==> src/rtl/nn_inference_sequencer.sv <==
// Inference pass scheduler: layer 1, layer 2, then an argmax scan of the logits.
// Optional per-layer watchdog with ERR state: define NN_WATCHDOG_EN.
module nn_inference_sequencer #(
  parameter int NUM_CLASSES    = 10,
  parameter int LOGIT_W        = 6,
  parameter int TIMEOUT_CYCLES = 1024
) (
  input  logic               clk,
  input  logic               rst,
  input  logic               start,
  output logic               busy,
  output logic               done,
  output logic [3:0]         class_out,
  output logic [LOGIT_W-1:0] max_logit,
  output logic               err,
  output logic               l1_start,
  input  logic               l1_done,
  output logic               l2_start,
  input  logic               l2_done,
  output logic [3:0]         l2_read_addr,
  input  logic [LOGIT_W-1:0] l2_read_data
);

  localparam logic [2:0] S_IDLE   = 3'd0;
  localparam logic [2:0] S_L1_RUN = 3'd1;
  localparam logic [2:0] S_L1_REL = 3'd2;
  localparam logic [2:0] S_L2_RUN = 3'd3;
  localparam logic [2:0] S_L2_REL = 3'd4;
  localparam logic [2:0] S_SCAN   = 3'd5;
  localparam logic [2:0] S_DONE   = 3'd6;
`ifdef NN_WATCHDOG_EN
  localparam logic [2:0] S_ERR    = 3'd7;
`endif

  localparam logic [3:0] LAST_ADDR = 4'(NUM_CLASSES - 1);
  localparam logic signed [LOGIT_W-1:0] MOST_NEG =
    {1'b1, {(LOGIT_W-1){1'b0}}};

  logic [2:0]                state;
  logic [2:0]                state_n;
  logic [3:0]                best_idx;
  logic signed [LOGIT_W-1:0] best_val;
  logic signed [LOGIT_W-1:0] rd_val;
  logic                      better;
  logic [3:0]                next_idx;
  logic signed [LOGIT_W-1:0] next_val;
  logic                      scan_last;
  logic                      run_busy;

  // Strict compare: on a tie the earlier (lower) index is kept.
  always_comb begin
    rd_val    = $signed(l2_read_data);
    better    = rd_val > best_val;
    next_idx  = better ? l2_read_addr : best_idx;
    next_val  = better ? rd_val : best_val;
    scan_last = (l2_read_addr == LAST_ADDR);
  end

`ifdef NN_WATCHDOG_EN
  localparam int CW = $clog2(TIMEOUT_CYCLES + 1);

  logic [CW-1:0] wd_cnt;
  logic          wd_active;
  logic          wd_fire;

  always_comb begin
    wd_active = (state == S_L1_RUN) || (state == S_L1_REL) ||
                (state == S_L2_RUN) || (state == S_L2_REL);
    wd_fire   = wd_active && (wd_cnt == CW'(TIMEOUT_CYCLES - 1));
  end
`endif

  always_comb begin
    state_n = state;
    unique case (state)
      S_IDLE:   if (start)     state_n = S_L1_RUN;
      S_L1_RUN: if (l1_done)   state_n = S_L1_REL;
      S_L1_REL: if (!l1_done)  state_n = S_L2_RUN;
      S_L2_RUN: if (l2_done)   state_n = S_L2_REL;
      S_L2_REL: if (!l2_done)  state_n = S_SCAN;
      S_SCAN:   if (scan_last) state_n = S_DONE;
      S_DONE:   if (!start)    state_n = S_IDLE;
      default:  state_n = S_IDLE;
    endcase
`ifdef NN_WATCHDOG_EN
    if (state == S_ERR) begin
      state_n = start ? S_ERR : S_IDLE;
    end else if (wd_fire && (state_n == state)) begin
      state_n = S_ERR;
    end
`endif
  end

  always_comb begin
    run_busy = (state_n == S_L1_RUN) || (state_n == S_L1_REL) ||
               (state_n == S_L2_RUN) || (state_n == S_L2_REL) ||
               (state_n == S_SCAN);
  end

  always_ff @(posedge clk or posedge rst) begin
    if (rst) begin
      state        <= S_IDLE;
      busy         <= 1'b0;
      done         <= 1'b0;
      l1_start     <= 1'b0;
      l2_start     <= 1'b0;
      l2_read_addr <= 4'd0;
      best_idx     <= 4'd0;
      best_val     <= MOST_NEG;
      class_out    <= 4'd0;
      max_logit    <= '0;
    end else begin
      state    <= state_n;
      busy     <= run_busy;
      done     <= (state_n == S_DONE);
      l1_start <= (state_n == S_L1_RUN);
      l2_start <= (state_n == S_L2_RUN);

      if ((state == S_SCAN) && (state_n == S_SCAN)) begin
        l2_read_addr <= l2_read_addr + 4'd1;
      end else begin
        l2_read_addr <= 4'd0;
      end

      if ((state == S_L2_REL) && (state_n == S_SCAN)) begin
        best_idx <= 4'd0;
        best_val <= MOST_NEG;
      end else if (state == S_SCAN) begin
        best_idx <= next_idx;
        best_val <= next_val;
      end

      if ((state == S_SCAN) && (state_n == S_DONE)) begin
        class_out <= next_idx;
        max_logit <= next_val;
      end
    end
  end

`ifdef NN_WATCHDOG_EN
  // Counter restarts on every state change so each phase gets a full budget.
  always_ff @(posedge clk or posedge rst) begin
    if (rst) begin
      wd_cnt <= '0;
    end else if ((state_n != state) || !wd_active) begin
      wd_cnt <= '0;
    end else begin
      wd_cnt <= wd_cnt + 1'b1;
    end
  end

  always_ff @(posedge clk or posedge rst) begin
    if (rst) begin
      err <= 1'b0;
    end else if (state_n == S_ERR) begin
      err <= 1'b1;
    end else if ((state == S_IDLE) && (state_n == S_L1_RUN)) begin
      err <= 1'b0;
    end
  end
`else
  assign err = 1'b0;
`endif

endmodule

==> config.mk <==
export PLATFORM = sky130hd
export DESIGN_NAME = nn_inference_sequencer
export DESIGN_NICKNAME = d
export VERILOG_FILES = /design/src/rtl/nn_inference_sequencer.sv
export SDC_FILE = /design/constraint.sdc
export NUM_CORES = 1
export LEC_CHECK = 0
export ABC_AREA = 1
export CORE_ASPECT_RATIO = 0.6
export CORE_UTILIZATION = 45
export CTS_CLUSTER_DIAMETER = 120
export DETAILED_ROUTE_END_ITERATION = 10
export PLACE_DENSITY = 0.78
export SYNTH_ARGS = -nofsm -noshare
export SYNTH_HDL_FRONTEND = slang
export SYNTH_SLANG_ARGS = --single-unit
==> constraint.sdc <==
create_clock -name clk -period 4.15 [get_ports clk]
set_input_delay 0.6225 -clock clk [delete_from_list [all_inputs] [get_ports clk]]
set_output_delay 0.6225 -clock clk [all_outputs]
set_load 0.05 [all_outputs]
# Word-level counts from Yosys, hierarchy flattened
# Cells that the tools add are included.
word_totals:
  ff_bits: 31
  latchBits: 0
  mem_bits_rw: 0
  mem_bits_ro: 0
  input_bits: 11
  output_inout_bits: 19
  word_cells: 49
  n_memories: 0
op_classes:
  n_addsub: 1
  mul: 0
  div_mod_pow: 0
  magnitude_cmp: 1
  n_eq_ne: 13
  n_shift: 0
  mux: 15
  bitwise: 0
  reduce_logical: 9
op_table:
  columns: ["cell", "count"]
  rows:
  - ["3-bit 2-to-1 mux", 7]
  - ["3-bit one-hot mux with 7 select lines", 1]
  - ["3-bit equality test (second input constant)", 6]
  - ["6-bit 2-to-1 mux", 3]
  - ["4-bit 2-to-1 mux", 4]
  - ["3-bit by 2-bit equality test with 1-bit output (second input constant)", 4]
  - ["3-bit by 1-bit equality test with 1-bit output (second input constant)", 2]
  - ["6-bit > comparator", 1]
  - ["4-bit by 1-bit adder with 4-bit output (second input constant)", 1]
  - ["4-bit equality test (second input constant)", 1]
  - ["1-bit logical OR", 4]
  - ["1-bit logical AND", 3]
  - ["3-bit logical NOT", 1]
  - ["2-bit nonzero test", 1]

# Longest topological paths before layout
depth:
  depth_word: 8
  mapped_depth: 13
  ltp_nobuf: 13

# Worst setup path after synthesis
# Ideal clock, no wire load.
synth_timing:
  path_kind: "input to register"
  start: "input port l2_read_data[5]"
  end: "register best_idx[0]"
  setup_time_ps: 63
  t_arrival_ps: 1778
  path_slack_ps: 2310
  cell_stages: 8
  path_buffers: 0
  cell_sequence: "ha_1 -> a21oi_1 -> nand4_1 -> nand2_4 -> nand3_1 -> nand3_1 -> nand2_1 -> inv_1"
synth_via:
  elab_chain_len: 4
synth_rtl:
  columns: ["element", "line", "text"]
  rows:
  - ["start, declared", "21", "input logic [LOGIT_W-1:0] l2_read_data"]
  - ["6-bit > comparator", "53", "better = rd_val > best_val;"]
  - ["4-bit 2-to-1 mux", "54", "next_idx = better ? l2_read_addr : best_idx;"]
  - ["4-bit 2-to-1 mux", "128", "end else if (state == S_SCAN) begin"]
  - ["4-bit 2-to-1 mux", "125", "if ((state == S_L2_REL) && (state_n == S_SCAN)) begin"]
  - ["end signal, assigned", "129", "best_idx <= next_idx;"]
  - ["end, declared", "41", "logic [3:0] best_idx;"]
# Every way passes these cells. The select of a mux whose other input is x is not followed.
# A chain may end at the register's enable or synchronous reset.

# Worst setup path in the final report
layout_timing:
  start: "input port l2_read_data[5]"
  end: "register class_out[1]"
layout_via:
  elab_chain_len: 2
layout_rtl:
  columns: ["element", "line", "text"]
  rows:
  - ["6-bit > comparator", "53", null]
  - ["4-bit 2-to-1 mux", "54", null]
  - ["end signal, assigned", "134", "class_out <= next_idx;"]
  - ["end, declared", "13", "output logic [3:0] class_out,"]
# Every way passes these cells.

==> metrics.md <==
| Metric | Value |
|---|---|
| Status | `finished clean` |
| Final ANT Viol Nets | `0` |
| Startpoint types | `input pin` |
| Final min period | `between 2 and 2.5 ns` |
| Cell area power density | `608.7 nW/um^2` |
| Die area | `approximately 4000 sq um` |
| Drt via density | `around 5` |
| EDFF count, synth | `0` |
| Die Span X | `about 82 um` |
| Layout Nets | `between 200 and 300` |
| Worst hold margin | `a little under 0.5 ns` |
| Syn Area/Cell | `between 7 and 8 sq um` |
| Row cnt | `16` |
| Mapped Nets | `between 200 and 250` |
| CP required | `around 4.4 ns` |
| Final Hold Fails | `0` |
| Number of I/O port buffers | `28` |
| Post-CTS sizing | `0` |
| Final setup viols | `0` |
| Fin crit share | `0.5916` |
| 1st-pass router iterations | `5` |
| Commonest non-fill, non-tap cell in the layout | `nand2_1` |
| Pins Over Slew Limit | `0` |
| Root Buffer | `clkbuf_8` |
| Max Root-Sink Buffers | `2` |
| TritonCTS clock tree | `built` |
| Clk_lat worst skew | `0.29 ns` |
| Initial antenna violation count | `0` |
| DRC | `0` |
| Number of DRC markers in iteration 0 | `78` |
| Maximum VDD drop | `between 0.0004 and 0.0005 V` |
| Total Wirelength | `3680 um` |
| Avg WL per Cell | `roughly 12 um` |
| Hold_buf cts | `0` |
| Prevailing post-synth register cell | `dfrtp_1` |
| Area growth, synth to finish | `23.66%` |
| Actual slew at the worst max-slew pin | `1.113 ns` |
| Yosys warns | `0` |
| Post-Syn Area | `approximately 1700 sq um` |
| RSZ-0062 raised after global routing | `no` |
| Initial Util | `0.5007` |
| Yosys cell types | `26` |
| Worst Skew | `between 0.002 and 0.003 ns` |
| Core area | `roughly 3400 sq um` |
| # H-tree levels | `2` |
| Via Count | `1523` |
| DIE HEIGHT | `49.95 um` |
| Fraction of registers with async set or reset after synthesis | `1.000` |
| Crit path max fanout | `11` |
| Vias in the first global route | `1406` |
| CTS sink cnt | `31` |
| Worst slew margin | `0.2569` |
| Layout cells sized above 1 | `0.06589` |
| First-pass GRT wire length | `6437 um` |
| CTS Buf Count | `5` |
| Count of max-cap constraint violations | `0` |
| Syn Inst Count | `228` |
| Most frequent cells in the layout | `nand2_1, inv_1, dfrtp_1, clkdlybuf4s50_1, nand3_1` |
| Largest net degree at the start of global routing | `31` |
| Hold WC Path Type | `flip-flop to flip-flop` |
| Yosys reg bits | `31` |
| Routability cong. | `between 0.8 and 0.9` |
| Global-route usage over all layers | `0.2179` |
| Fin Setup TNS | `0 ns` |
| Leak | `1.137 nW` |
| Critical Path Sink Type | `flip-flop` |
| CTS clock-pin slew for the worst setup and hold paths | `approximately 0.06 ns` |
| Crit Path Category | `input pin to flip-flop` |
| Io pins | `30` |
| Post-CTS setup buffers | `0` |
| Number of diodes | `0` |
| Crit path DAT | `roughly 2.7 ns` |
| Layout fillers | `about 320` |
| Sequential share of the synthesized area | `0.4507` |
| Post-DP HPWL | `about 2700 um` |
| Maximum clock frequency | `a little over 0.4 GHz` |
| Remaining global-route overflow | `0` |
==> Yosys cell counts (2+ instances only) <==
| master | number | area share |
|---|---|---|
| inv_2 | 2 | 0.0044 |
| nand4_1 | 7 | 0.025 |
| a21oi_1 | 3 | 0.0087 |
| inv_1 | 41 | 0.089 |
| nor2_1 | 10 | 0.022 |
| buf_2 | 4 | 0.012 |
| dfrtp_1 | 30 | 0.44 |
| nor3_1 | 2 | 0.0058 |
| o21ai_0 | 10 | 0.029 |
| ha_1 | 8 | 0.058 |
| nand3_2 | 3 | 0.017 |
| nand2_1 | 71 | 0.15 |
| nand3_1 | 24 | 0.070 |
==> cells by family after synthesis <==
family,Yosys count,synth area share
flip-flops,31,0.4507
XOR/XNOR,2,0.01016
other,1,0.002175
AND/OR/NAND/NOR,121,0.3193
AO/OA/AOI/OAI,15,0.04499
adder cells (fa/ha/maj),8,0.05806
buffers and inverters,50,0.1147
==> path summary, 6_finish.rpt <==
| path | slack [ns] | cells past startpoint | to | startpoint |
|---|---|---|---|---|
| setup / recovery | 1.70 | 10 | class_out[1] | l2_read_data[5] |
| max in group asynchronous | 2.49 | 3 | best_val[5] | rst |
| hold / removal | 0.48 | 2 | max_logit[3] | max_logit[3] |
| min in group asynchronous | 0.92 | 2 | l1_start | rst |
| setup reg to reg | 1.93 | 10 | class_out[1] | best_val[5] |
| hold reg to reg | 0.48 | 2 | max_logit[3] | max_logit[3] |
==> critical path: stages <==
cell and delay [ns]:
clkdlybuf4s50_1 0.44, ha_1 0.38, nand2_1 0.11, nor2_2 0.13, nand3_1 0.37, nand3_4 0.31, nand2_1 0.09, nand2_1 0.07
nand2_1 0.06, nand2_1 0.10
==> flip-flops by register name, summed over array words and instances (netlist names) <==
register      flops
best_val          6
max_logit         6
best_idx          4
class_out         4
l2_read_addr      4
state             3
busy              1
done              1
l1_start          1
l2_start          1
==> area by class of cell <==
class | count | area (sq um) | area share
Multi-Input combinational cell | 147 | 749.5 | 0.3515
Inverter | 43 | 161.4 | 0.07570
Clock buffer | 8 | 100.1 | 0.04695
Timing Repair Buffer | 29 | 287.8 | 0.1350
Sequential cell | 31 | 777.0 | 0.3644
Tap cell | 45 | 56.30 | 0.02641
==> power by group <==
part	leakage (nW)	switching, mW	internal [mW]
Clock	0.0515	0.113	0.151
Combinational	0.731	0.399	0.204
Sequential	0.354	0.0499	0.381
==> per-stage QoR <==
| stage | utilization | instance area, sq um | std cells | power [mW] | setup slack (ns) |
|---|---|---|---|---|---|
| floorplan | - | 1724 | 228 | 0.8946 | 2.310 |
| global placement | 0.5901 | 2032 | 295 | 1.013 | 1.512 |
| detailed placement | 0.5901 | 2032 | 295 | 1.035 | 1.411 |
| CTS | 0.6192 | 2132 | 303 | 1.302 | 1.718 |
| global route | 0.6192 | 2132 | 303 | 1.422 | 1.494 |
| finish | 0.6192 | 2132 | 303 | 1.298 | 1.695 |
==> layer usage <==
metal / share of wire / global-route usage / up-vias / wire length (um)
li1: - / - / 764 / -
met1: 0.49 / 0.2957 / 713 / 1809
met2: 0.43 / 0.3127 / 38 / 1576
met3: 0.062 / 0.07593 / 8 / 228
met4: 0.018 / 0.08772 / 0 / 65
met5: 0 / 0 / - / 0
(Power assumes the default switching activity.)
